### src/rtl/eth_tx_arb.sv
// Frame-granular round-robin arbiter sharing one RMII TX byte path between
// pNum_Req sources, with inter-packet gap and max-length abort.
module eth_tx_arb #(
  parameter int pNum_Req         = 2,
  parameter int pIPG_Cnt         = 48,
  parameter int pMax_Frame_Bytes = 1518
) (
  input  logic                  Clk,
  input  logic                  Rst,
  input  logic [pNum_Req-1:0]   Req_Vld,
  input  logic [8*pNum_Req-1:0] Req_Byte,
  input  logic [pNum_Req-1:0]   Req_Last,
  output logic [pNum_Req-1:0]   Req_Rdy,
  output logic [pNum_Req-1:0]   Grant,
  output logic                  Tx_Vld,
  output logic [7:0]            Tx_Byte,
  output logic                  Tx_Last,
  input  logic                  Tx_Rdy,
  output logic                  Tx_Abort,
  output logic                  Busy
);
  localparam int IW = (pNum_Req > 1) ? $clog2(pNum_Req) : 1;
  localparam logic [15:0]   MAX_M1   = 16'(pMax_Frame_Bytes - 1);
  localparam logic [15:0]   IPG_M1   = 16'(pIPG_Cnt - 1);
  localparam logic [IW-1:0] LAST_IDX = IW'(pNum_Req - 1);
  localparam logic [pNum_Req-1:0] ONE = {{(pNum_Req-1){1'b0}}, 1'b1};

  typedef enum logic [1:0] {
    ARB_IDLE  = 2'd0,
    ARB_GRANT = 2'd1,
    ARB_IPG   = 2'd2
  } arb_state_t;

  arb_state_t          r_state, w_state_nxt;
  logic [pNum_Req-1:0] r_grant, w_grant_nxt;
  logic [IW-1:0]       r_last_grant, w_last_nxt;
  logic [15:0]         r_byte_cnt, w_byte_cnt_nxt;
  logic [15:0]         r_ipg_cnt, w_ipg_cnt_nxt;
  logic                r_abort, w_abort_nxt;
  logic                w_found, w_xfer;
  logic [IW-1:0]       w_pick, w_idx;

  function automatic logic [IW-1:0] f_wrap(input logic [IW-1:0] base, input int off);
    int s;
    s = int'(base) + off;
    if (s >= pNum_Req) s = s - pNum_Req;
    return IW'(s);
  endfunction

  // Search upward from the previous owner so the last winner is tried last.
  always_comb begin
    w_found = 1'b0;
    w_pick  = r_last_grant;
    w_idx   = r_last_grant;
    for (int k = 1; k <= pNum_Req; k++) begin
      w_idx = f_wrap(r_last_grant, k);
      if (!w_found && Req_Vld[w_idx]) begin
        w_found = 1'b1;
        w_pick  = w_idx;
      end
    end
  end

  always_comb begin
    Tx_Vld  = 1'b0;
    Tx_Byte = 8'd0;
    Tx_Last = 1'b0;
    for (int i = 0; i < pNum_Req; i++) begin
      Tx_Vld  = Tx_Vld  | (r_grant[i] & Req_Vld[i]);
      Tx_Byte = Tx_Byte | ({8{r_grant[i]}} & Req_Byte[8*i +: 8]);
      Tx_Last = Tx_Last | (r_grant[i] & Req_Last[i]);
    end
  end

  assign Req_Rdy  = {pNum_Req{Tx_Rdy}} & r_grant;
  assign Grant    = r_grant;
  assign Tx_Abort = r_abort;
  assign Busy     = (r_state == ARB_GRANT) || (r_state == ARB_IPG);
  assign w_xfer   = Tx_Vld & Tx_Rdy;

  always_comb begin
    w_state_nxt    = r_state;
    w_grant_nxt    = r_grant;
    w_last_nxt     = r_last_grant;
    w_byte_cnt_nxt = r_byte_cnt;
    w_ipg_cnt_nxt  = r_ipg_cnt;
    w_abort_nxt    = 1'b0;
    case (r_state)
      ARB_IDLE: begin
        w_grant_nxt = '0;
        if (w_found) begin
          w_grant_nxt    = ONE << w_pick;
          w_last_nxt     = w_pick;
          w_byte_cnt_nxt = 16'd0;
          w_state_nxt    = ARB_GRANT;
        end
      end
      ARB_GRANT: begin
        // Owner may stall indefinitely; only a transfer moves the frame along.
        if (w_xfer) begin
          w_byte_cnt_nxt = r_byte_cnt + 16'd1;
          if (Tx_Last || (r_byte_cnt == MAX_M1)) begin
            w_abort_nxt   = !Tx_Last;
            w_grant_nxt   = '0;
            w_ipg_cnt_nxt = 16'd0;
            w_state_nxt   = ARB_IPG;
          end
        end
      end
      ARB_IPG: begin
        w_grant_nxt   = '0;
        w_ipg_cnt_nxt = r_ipg_cnt + 16'd1;
        if (r_ipg_cnt == IPG_M1) w_state_nxt = ARB_IDLE;
      end
      default: begin
        w_grant_nxt = '0;
        w_state_nxt = ARB_IDLE;
      end
    endcase
  end

  always_ff @(posedge Clk) begin
    if (Rst) begin
      r_state      <= ARB_IDLE;
      r_grant      <= '0;
      r_last_grant <= LAST_IDX;
      r_byte_cnt   <= 16'd0;
      r_ipg_cnt    <= 16'd0;
      r_abort      <= 1'b0;
    end else begin
      r_state      <= w_state_nxt;
      r_grant      <= w_grant_nxt;
      r_last_grant <= w_last_nxt;
      r_byte_cnt   <= w_byte_cnt_nxt;
      r_ipg_cnt    <= w_ipg_cnt_nxt;
      r_abort      <= w_abort_nxt;
    end
  end

endmodule

### config.mk
export PLATFORM = sky130hd
export DESIGN_NAME = eth_tx_arb
export DESIGN_NICKNAME = d
export VERILOG_FILES = /design/src/rtl/eth_tx_arb.sv
export SDC_FILE = /design/constraint.sdc
export NUM_CORES = 1
export LEC_CHECK = 0
export BUFFER_PORTS_ARGS = -buffer_cell sky130_fd_sc_hd__buf_4
export CORE_MARGIN = 2
export CORE_UTILIZATION = 50
export DETAILED_ROUTE_END_ITERATION = 7
export GPL_TIMING_DRIVEN = 0
export PLACE_DENSITY = 0.84
export SYNTH_ARGS = -nofsm -noshare
export SYNTH_HDL_FRONTEND = slang
export SYNTH_SLANG_ARGS = --single-unit
### constraint.sdc
create_clock -name Clk -period 1.8 [get_ports Clk]
set_input_delay 0.09 -clock Clk [delete_from_list [all_inputs] [get_ports Clk]]
set_output_delay 0.09 -clock Clk [all_outputs]
set_load 0.005 [all_outputs]
==> impl_metrics.tcl, run 1 <==
set metrics [dict create \
    die_w_um 70.16 \
    drtIter0Drc 230 \
    worst_slew_margin_rel 0.6469 \
    path_clk_slew_ps 80 \
    syn_area_mm2 0.002188 \
    root_buffer "clkbuf_8" \
    drive_gt1_frac 0.4396 \
    multi_input_area_mm2 0.001556 \
    violations "setup timing" \
    insertion_delay_ps 290 \
    ctsHoldBuffers 0 \
    synth_top_area_share 0.3476 \
    core-area_mm2 0.004294 \
    area_delta_synth_final_pct 43.34 \
    ff2ff_path_depth 8 \
    register_area_um2 779.5 \
    synthFlopType "dfxtp_1" \
    path_max_fanout 10 \
    fin_skew_ps 5.064 \
    grt_antenna_before_repair 0 \
    grt_pass1_vias 2124 \
    slowest_stage "dfxtp_4" \
    crit_required_ps 1980 \
    p_leak_uw 0.001122 \
    crit_path_end_kind "register" \
    worstHoldEndpoint "Grant[0]$_SDFFE_PP0P_" \
    netlist_top_cells_count "dfxtp_1 (38), nor2_1 (21), a21oi_1 (19)" \
    diodes 0 \
    gp_congestion 0.8556 \
    cp-startpoint "r_byte_cnt[1]$_SDFFE_PP0P_" \
    rrSetupSlack_ps -170 \
    dr.pass1.iters 6 \
    cpPeakStageDelay_ps 360 \
    cts_tree "yes" \
    synth_seq_cells 38 \
    numCtsBuffers 5 \
    final-setup-viol-count 20 \
    synth_cells 253 \
    vdd_drop_max_mv 0.7760 \
    numPortBuffers 37 \
    syn_avg_cell_area_um2 8.650 \
    via_per_inst 6.424 \
    dieArea_mm2 0.004922 \
    clock-sinks 38 \
    ys_types 51 \
    wirelength_um 7135 \
    path_class "register to register" \
    fin_cells 375 \
    clock.fmax_mhz 507.3 \
    fin_nets 351 \
    fp.dieH_um 70.16 \
    syn_nets 282 \
    htreeDepth 2 \
    cp_data_arrival_time_ps 2150 \
    path_cells "inv_2 -> ha_4 -> and4bb_2 -> and4_4 -> o221ai_4 -> clkbuf_8 -> o31ai_2 -> a21oi_2" \
    status "finished, violations left" \
    rsz0062_at_grt "true" \
    num_vias 2409 \
    nFillCells 279 \
    async_flop_share 0 \
    power.total_uw 3081 \
    synth_edf_count 0 \
    grt_max_degree 12 \
    cap_viol_max_count 0 \
    final_antenna_net_count 0 \
    min_period_over_period 1.095 \
    crit_path_start_kind "register" \
    grt_pass1_wl_um 9404 \
    fin_tns_setup_ps -1918 \
    tightest_slew_ps 527.6 \
    dpl.cell_count 342 \
    hold_start "Req_Vld[1]" \
    dp_hpwl_um 3643 \
    drt-wirelength-per-cell_um 19.03 \
    hold_violations 0 \
    whs_path_depth 3 \
    rr_startpoint "r_byte_cnt[1]$_SDFFE_PP0P_" \
    ios 39 \
    synth_warnings 0 \
    grt_usage 0.2330 \
    synthTopCellsByArea "dfxtp_1 (35%), a21oi_1 (4.3%), nor2_1 (3.6%)" \
    power_density_mw_per_mm2 982.1 \
    timing.final.ws_setup_ps -171.3 \
    yosysMostFrequentCell "dfxtp_1" \
    overflow 0 \
    report.final.slew_viol_count 0 \
    row_count 24 \
    yosysSeqAreaShare 0.3476 \
    period_needed_ps 1971 \
    hold_path.class "input port to register" \
    floorplan.initialDensity 0.5096 \
    drt_drc_violations_left 0 \
    clk_path_buf_depth 2 \
    yosysTopAreaCell "dfxtp_1" \
    r2r-end "r_ipg_cnt[11]$_SDFFE_PP0P_" \
]
[area by class of cell]
cell class / count / area share
clock inverter: 1 / 0.001596
buffer: 10 / 0.03231
sequential: 38 / 0.2485
timing repair buffer: 64 / 0.1615
multi-input combinational: 194 / 0.4962
tap: 52 / 0.02074
inverter: 9 / 0.01157
clock buffer: 7 / 0.02752
[per-layer routing]
layer | vias up | share of wire | global-route usage
li1 | 1092 | - | -
met1 | 1142 | 0.38 | 0.2994
met2 | 149 | 0.52 | 0.3884
met3 | 26 | 0.073 | 0.04762
met4 | 0 | 0.030 | 0.08120
met5 | - | 0 | 0
[where the power goes]
group	switching [µW]	internal, µW	leakage (µW)
logic	784	756	0.000761
registers	51.9	879	0.000312
clock network	301	309	0.0000482
total	1140	1940	0.00112
[worst max-delay path, delay by kind of cell (launching register included)]
kind	cells	cell delay, ps
AOI/OAI and AO/OA	3	560
and+or+nand+nor	2	550
DFF	1	360
adders and majority gates	1	120
buffers and inverters	2	270
[state kept, by name, indices dropped and copies added, names as in the netlist]
signal,flops
Grant,2
Tx_Abort,1
r_byte_cnt,16
r_ipg_cnt,16
r_last_grant,1
r_state,2
[logic make-up after synthesis]
| logic type | synth area share |
|---|---|
| AOI/OAI and AO/OA | 0.2007 |
| xor gates and xnor gates | 0.04403 |
| adders and majority gates | 0.03430 |
| buffers and inverters | 0.07090 |
| DFF | 0.3476 |
| muxes | 0.01429 |
| and+or+nand+nor | 0.2882 |
[how the worst max path moves through the flow]
stage	to	slack, ps
finish	r_ipg_cnt[11]$_SDFFE_PP0P_	-170
CTS	r_ipg_cnt[4]$_SDFFE_PP0P_	-90
global placement	r_byte_cnt[15]$_SDFFE_PP0P_	-220
floorplan	r_byte_cnt[15]$_SDFFE_PP0P_	-30
global route	r_ipg_cnt[4]$_SDFFE_PP0P_	-220
detailed placement	r_state[1]$_SDFFE_PP0P_	-260
[placed cells by master (no fill, tap or decap), types with 3 or more instances in the layout]
| master | count |
|---|---|
| nor4_1 | 3 |
| or4_4 | 4 |
| a211o_1 | 3 |
| clkbuf_8 | 9 |
| and2_1 | 4 |
| or3_1 | 4 |
| inv_1 | 6 |
| nor3_1 | 4 |
| xor2_1 | 3 |
| dfxtp_2 | 6 |
| a21oi_1 | 10 |
| o21ai_1 | 3 |
| dfxtp_4 | 3 |
| nand2_1 | 15 |
| nand3_1 | 11 |
| dfxtp_1 | 29 |
| o21ai_0 | 4 |
| xnor2_1 | 8 |
| o31ai_2 | 6 |
| nor2_1 | 19 |
| a21oi_2 | 9 |
| or4_1 | 5 |
| ha_1 | 3 |
| nand3b_1 | 3 |
| clkbuf_1 | 5 |
| a22o_1 | 8 |
| nand4_1 | 10 |
| nor4_2 | 4 |
| ha_4 | 3 |
| nand2b_1 | 5 |
| o211ai_1 | 3 |
| buf_4 | 61 |
[timing repair]
item                                   CTS  global route
buffers inserted                        10            16
setup endpoints to repair               34            30
cloned                                   2             0
endpoints found under the hold margin    0             0
pin swaps                               21            13
resized for setup                       26            47
[through the flow]
stage / hold slack [ps] / utilization / setup slack (ps) / instance area [µm²]
after floorplan: 275.1 / - / -26.68 / 2207
after global placement: 415.5 / 0.5938 / -215.1 / 2550
after detailed placement: 419.4 / 0.5938 / -261.1 / 2550
after CTS: 115.3 / 0.6568 / -87.48 / 2820
after global routing: 134.1 / 0.7305 / -218.6 / 3137
final: 121.8 / 0.7305 / -171.3 / 3137
No activity file was read; power rests on OpenSTA's default activity.
==> run 2: changes to the inputs <==
- REMOVE_ABC_BUFFERS: not set -> 1
==> run 2 against run 1 <==
Net effect: largest cell class unchanged; global-route usage grew 2.3 points; highest routed layer unchanged; final area shrank 5.2%; clock power grew 46%; the run still ends with setup timing left; sequential power grew 3.4%; sequential share of layout area grew 1.7 points; cell count shrank 2.4%; worst hold slack lost 42 ps; wire length grew 1.7%; fmax shrank 2.2%.
==> impl_metrics.tcl, run 2 (synthesis gave the netlist of run 1 again) <==
set metrics [dict create \
    status "finished, violations left" \
    violations "setup timing" \
    holdWs_ps 80.10 \
    via_per_inst 6.462 \
    path_class "register to register" \
    register_area_um2 788.3 \
    numCtsBuffers 5 \
    diodes 0 \
    cts_tree "yes" \
    path_clk_slew_ps 90 \
    dp_hpwl_um 3441 \
    wirelength_um 7258 \
    wl_met3_um 386 \
    cpPeakStageDelay_ps 530 \
    timing.final.ws_setup_ps -215.5 \
    numPortBuffers 38 \
    num_vias 2365 \
    grt_usage 0.2555 \
    dr_wl_met2_um 3760 \
    tightest_slew_ps 609.7 \
    crit_path_end_kind "register" \
    p_leak_uw 0.001073 \
    hold_start "Rst" \
    floorplan.initialDensity 0.5096 \
    highest_layer "met4" \
    cp_data_arrival_time_ps 2230 \
    grt_max_degree 19 \
    drive_gt1_frac 0.3917 \
    row_count 24 \
    ios 39 \
    min_period_over_period 1.120 \
    cp-startpoint "Grant[0]$_SDFFE_PP0P_" \
    die_w_um 70.16 \
    worst_slew_margin_rel 0.5908 \
    period_needed_ps 2016 \
    nFillCells 303 \
    grt_pass1_vias 2173 \
    rsz0062_at_grt "true" \
    htreeDepth 2 \
    largestRegisters "r_byte_cnt (16), r_ipg_cnt (16)" \
    slowest_stage "o21ai_1" \
    clk_path_buf_depth 2 \
    path_buf_inv 1 \
    core-area_mm2 0.004294 \
    insertion_delay_ps 310 \
    path_cells "a22oi_1 -> nand2_2 -> o21ai_1 -> a221oi_2 -> buf_4 -> mux2i_1" \
    report.final.slew_viol_count 0 \
    final_cell_mix "buf_4 (63), dfxtp_1 (28), nor2_1 (20), a21oi_1 (16), nand2_1 (15)" \
    power_density_mw_per_mm2 1106 \
    overflow 0 \
    final_common_cell "buf_4" \
    fp.dieH_um 70.16 \
    final_antenna_net_count 0 \
    clock.fmax_mhz 496.1 \
    cp_top_family "compound AO/OA/AOI/OAI gates" \
    crit_path_start_kind "register" \
    m1WireLength_um 2871 \
    drt-wirelength-per-cell_um 19.83 \
    drtIter0Drc 338 \
    gp_congestion 0.8216 \
    hold_path.class "input port to register" \
    hold_violations 0 \
    dieArea_mm2 0.004922 \
    root_buffer "clkbuf_8" \
    fin_nets 342 \
    cap_viol_max_count 0 \
    clock-sinks 38 \
    multi_input_area_mm2 0.001464 \
    vdd_drop_max_mv 0.6439 \
    grt_antenna_before_repair 0 \
    grt_pass1_wl_um 10240 \
    rr_startpoint "Grant[0]$_SDFFE_PP0P_" \
    path_max_fanout 13 \
    final-setup-viol-count 21 \
    fin_skew_ps 15.20 \
    preCtsSetupSlack_ps -508.6 \
    drt_drc_violations_left 0 \
    dr.pass1.iters 5 \
    area_delta_synth_final_pct 35.85 \
    crit_required_ps 2010 \
]
## run 2: cell count changes in the layout (fill, tap and decap cells not counted), moves of 3 or more
cell	change
dfxtp_4	+3
a21oi_2	-6
clkbuf_8	-4
clkbuf_1	-5
a21oi_1	+6
o31ai_2	-6
o31ai_1	+6
## run 2: per-layer routing
metal  up-vias  GRT usage
li1       1074          -
met1      1142     0.3222
met2       121     0.4233
met3        28    0.05772
met4         0     0.1004
met5         -          0
## run 2: area by class of cell
| cell class | instances | share of cell area |
|---|---|---|
| tap | 52 | 0.02189 |
| inverter | 9 | 0.01136 |
| multi-input combinational | 195 | 0.4924 |
| timing repair buffer | 64 | 0.1629 |
| clock inverter | 3 | 0.02315 |
| sequential | 38 | 0.2652 |
| clock buffer | 5 | 0.02315 |
## run 2: worst reg2reg max path, stage by stage, from the launching register on
cell and delay, ps:
dfxtp_4 410, a22oi_1 330, nand2_2 190, o21ai_1 530, a221oi_2 60, buf_4 190, mux2i_1 210
## run 2: power breakdown
group / leakage, µW / total [µW] / internal, µW / switching [µW]
logic: 0.000692 / 1430 / 677 / 755
registers: 0.000313 / 963 / 883 / 79.7
clock network: 0.0000683 / 891 / 556 / 336
total: 0.00107 / 3290 / 2120 / 1170
## run 2: worst paths after layout
path	cells after the start	end	slack [ps]
hold / removal	2	Grant[1]$_SDFFE_PP0P_	80
hold reg to reg	2	r_ipg_cnt[1]$_SDFFE_PP0P_	510
setup reg to reg	6	r_state[0]$_SDFFE_PP0P_	-220
setup / recovery	6	r_state[0]$_SDFFE_PP0P_	-220
## run 2: what timing repair did
action | in CTS | in global routing
resized for setup | 33 | 26
hold buffers | 0 | 0
endpoints found under the setup margin | 33 | 32
gates cloned | 2 | 1
setup buffers | 16 | 10
pin swaps | 8 | 10
## run 2: through the flow
| stage | total power [µW] | TNS, ps | cells | instance area, µm² | utilization |
|---|---|---|---|---|---|
| 5_1_grt | 3389 | -3746 | 366 | 2973 | 0.6923 |
| 3_3_place_gp | 1769 | -7062 | 330 | 2417 | 0.5629 |
| 3_5_place_dp | 1789 | -8386 | 330 | 2417 | 0.5629 |
| 2_1_floorplan | 1471 | -996.9 | 240 | 2067 | - |
| 4_1_cts | 2955 | -550.5 | 356 | 2794 | 0.6506 |
| 6_report | 3287 | -2046 | 366 | 2973 | 0.6923 |
==> run 3: changes to the inputs <==
- CORE_UTILIZATION: 50 -> 60
- PLACE_DENSITY: 0.84 -> 0.94
- SKIP_CTS_REPAIR_TIMING: not set -> 1
- clock period: 1.8 -> 2.4 ns (I/O delays scaled with it)
==> run 3 against run 2 <==
Net effect: the run now ends clean; sequential share of layout area up 4.4 points; cell count decreased by 9.8%; global-route usage down 0.098 points; clock power fell by 62%; fmax decreased by 11%; critical path depth is the same; total power fell by 48%; first-iteration DRC count shrank 26%.
==> impl_metrics.tcl, run 3 (synthesis gave the netlist of run 1 again) <==
set metrics [dict create \
    status "complete, no violations" \
    vdd_drop_max_mv 0.5076 \
    numCtsBuffers 5 \
    ios 39 \
    insertion_delay_ps 350 \
    grt_pass1_vias 1809 \
    fin_skew_ps 6.480 \
    rrSetupSlack_ps 150 \
    cp_data_arrival_time_ps 2540 \
    cp-startpoint "r_byte_cnt[0]$_SDFFE_PP0P_" \
    r2r-end "r_ipg_cnt[10]$_SDFFE_PP0P_" \
    overflow 0 \
    cpPeakStageDelay_ps 570 \
    via_per_inst 6.255 \
    cts_tree "yes" \
    dr.pass1.iters 6 \
    largestRegisters "r_byte_cnt (16), r_ipg_cnt (16)" \
    row_count 21 \
    path_max_fanout 11 \
    final_common_cell "buf_4" \
    place_area_mm2 0.002410 \
    grt_max_degree 19 \
    hold_violations 0 \
    grt_usage 0.2545 \
    final-setup-viol-count 0 \
    floorplan.initialDensity 0.6407 \
    die_w_um 64.39 \
    path_clk_slew_ps 110 \
    timing.final.ws_setup_ps 147.6 \
    drt_drc_violations_left 0 \
    fin_nets 314 \
    num_vias 2064 \
    numPortBuffers 38 \
    final_area_mm2 0.002470 \
    preCtsSetupSlack_ps 180.6 \
    crit_path_start_kind "register" \
    hold_path.class "input port to register" \
    rr_startpoint "r_byte_cnt[0]$_SDFFE_PP0P_" \
    drt-wirelength-per-cell_um 15.98 \
    diodes 0 \
    p_leak_uw 0.0008691 \
    slowest_stage "or4_1" \
    cap_viol_max_count 0 \
    crit_end "r_ipg_cnt[10]$_SDFFE_PP0P_" \
    report.final.slew_viol_count 0 \
    period_needed_ps 2252 \
    nFillCells 250 \
    area_delta_synth_final_pct 12.86 \
    core-area_mm2 0.003416 \
    final_cell_mix "buf_4 (38), dfxtp_1 (36), nor2_1 (21), a21oi_1 (18), nand2_1 (16)" \
    root_buffer "clkbuf_4" \
    dp_hpwl_um 3648 \
    htreeDepth 2 \
    drtIter0Drc 250 \
    rsz0062_at_grt "false" \
    grt_pass1_wl_um 8362 \
    ff2ff_path_depth 6 \
    clock.fmax_mhz 444.0 \
    crit_path_end_kind "register" \
    drive_gt1_frac 0.2148 \
    grt_antenna_before_repair 0 \
    path_cells "ha_1 -> and4bb_2 -> and4_4 -> o211ai_1 -> or4_1 -> a21oi_1" \
    fin_tns_setup_ps 0 \
    final_antenna_net_count 0 \
    power_density_mw_per_mm2 686.9 \
    dieArea_mm2 0.004146 \
    gp_congestion 0.8533 \
    min_period_over_period 0.9385 \
    crit_required_ps 2690 \
    fp.dieH_um 64.39 \
    worst_slew_margin_rel 0.5059 \
    path_class "register to register" \
    clk_path_buf_depth 2 \
    tightest_slew_ps 737.9 \
    wirelength_um 5274 \
    clock-sinks 38 \
]
[run 3: report_power, final]
part | total (µW) | internal, µW | switching (µW)
combinational | 646 | 269 | 377
clock | 337 | 132 | 205
sequential | 714 | 661 | 52.7
[run 3: worst min path at each step]
stage / start / end / cells after the start
5_1_grt: Rst / r_byte_cnt[1]$_SDFFE_PP0P_ / 2
6_report: Rst / r_ipg_cnt[4]$_SDFFE_PP0P_ / 2
4_1_cts: Rst / Grant[0]$_SDFFE_PP0P_ / 2
2_1_floorplan: Rst / Grant[0]$_SDFFE_PP0P_ / 1
3_3_place_gp: Rst / Grant[1]$_SDFFE_PP0P_ / 2
3_5_place_dp: Rst / Grant[0]$_SDFFE_PP0P_ / 2
[run 3: worst max-delay path: cells and delay by family (launching register included)]
family | cells | cell delay [ps]
AOI/OAI and AO/OA | 2 | 440
adders and majority gates | 1 | 200
DFF | 1 | 500
and+or+nand+nor | 3 | 1050
[run 3: area by class of cell]
class / instances / area [µm²] / area share
clock buffer: 6 / 51.30 / 0.02077
inverter: 9 / 33.78 / 0.01368
tap: 46 / 57.56 / 0.02330
timing repair buffer: 38 / 285.3 / 0.1155
multi-input combinational: 193 / 1279 / 0.5177
sequential: 38 / 763.2 / 0.3090
[run 3: stage by stage]
stage          hold WS, ps    util  instances  total power, µW
5_1_grt              58.49  0.7231        330             1786
3_5_place_dp         419.8  0.7055        324             1336
4_1_cts              53.90  0.7205        330             1670
6_report             55.76  0.7231        330             1696
2_1_floorplan        189.1       -        240             1103
3_3_place_gp         416.9  0.7055        324             1320
[run 3: per-layer routing]
layer,part of all wire,up-vias,wire length (µm),GRT usage
li1,-,1007,-,-
met1,0.42,973,2237,0.3224
met2,0.51,76,2690,0.4362
met3,0.052,8,274,0.05810
met4,0.013,0,71,0.06383
met5,0,-,0,0
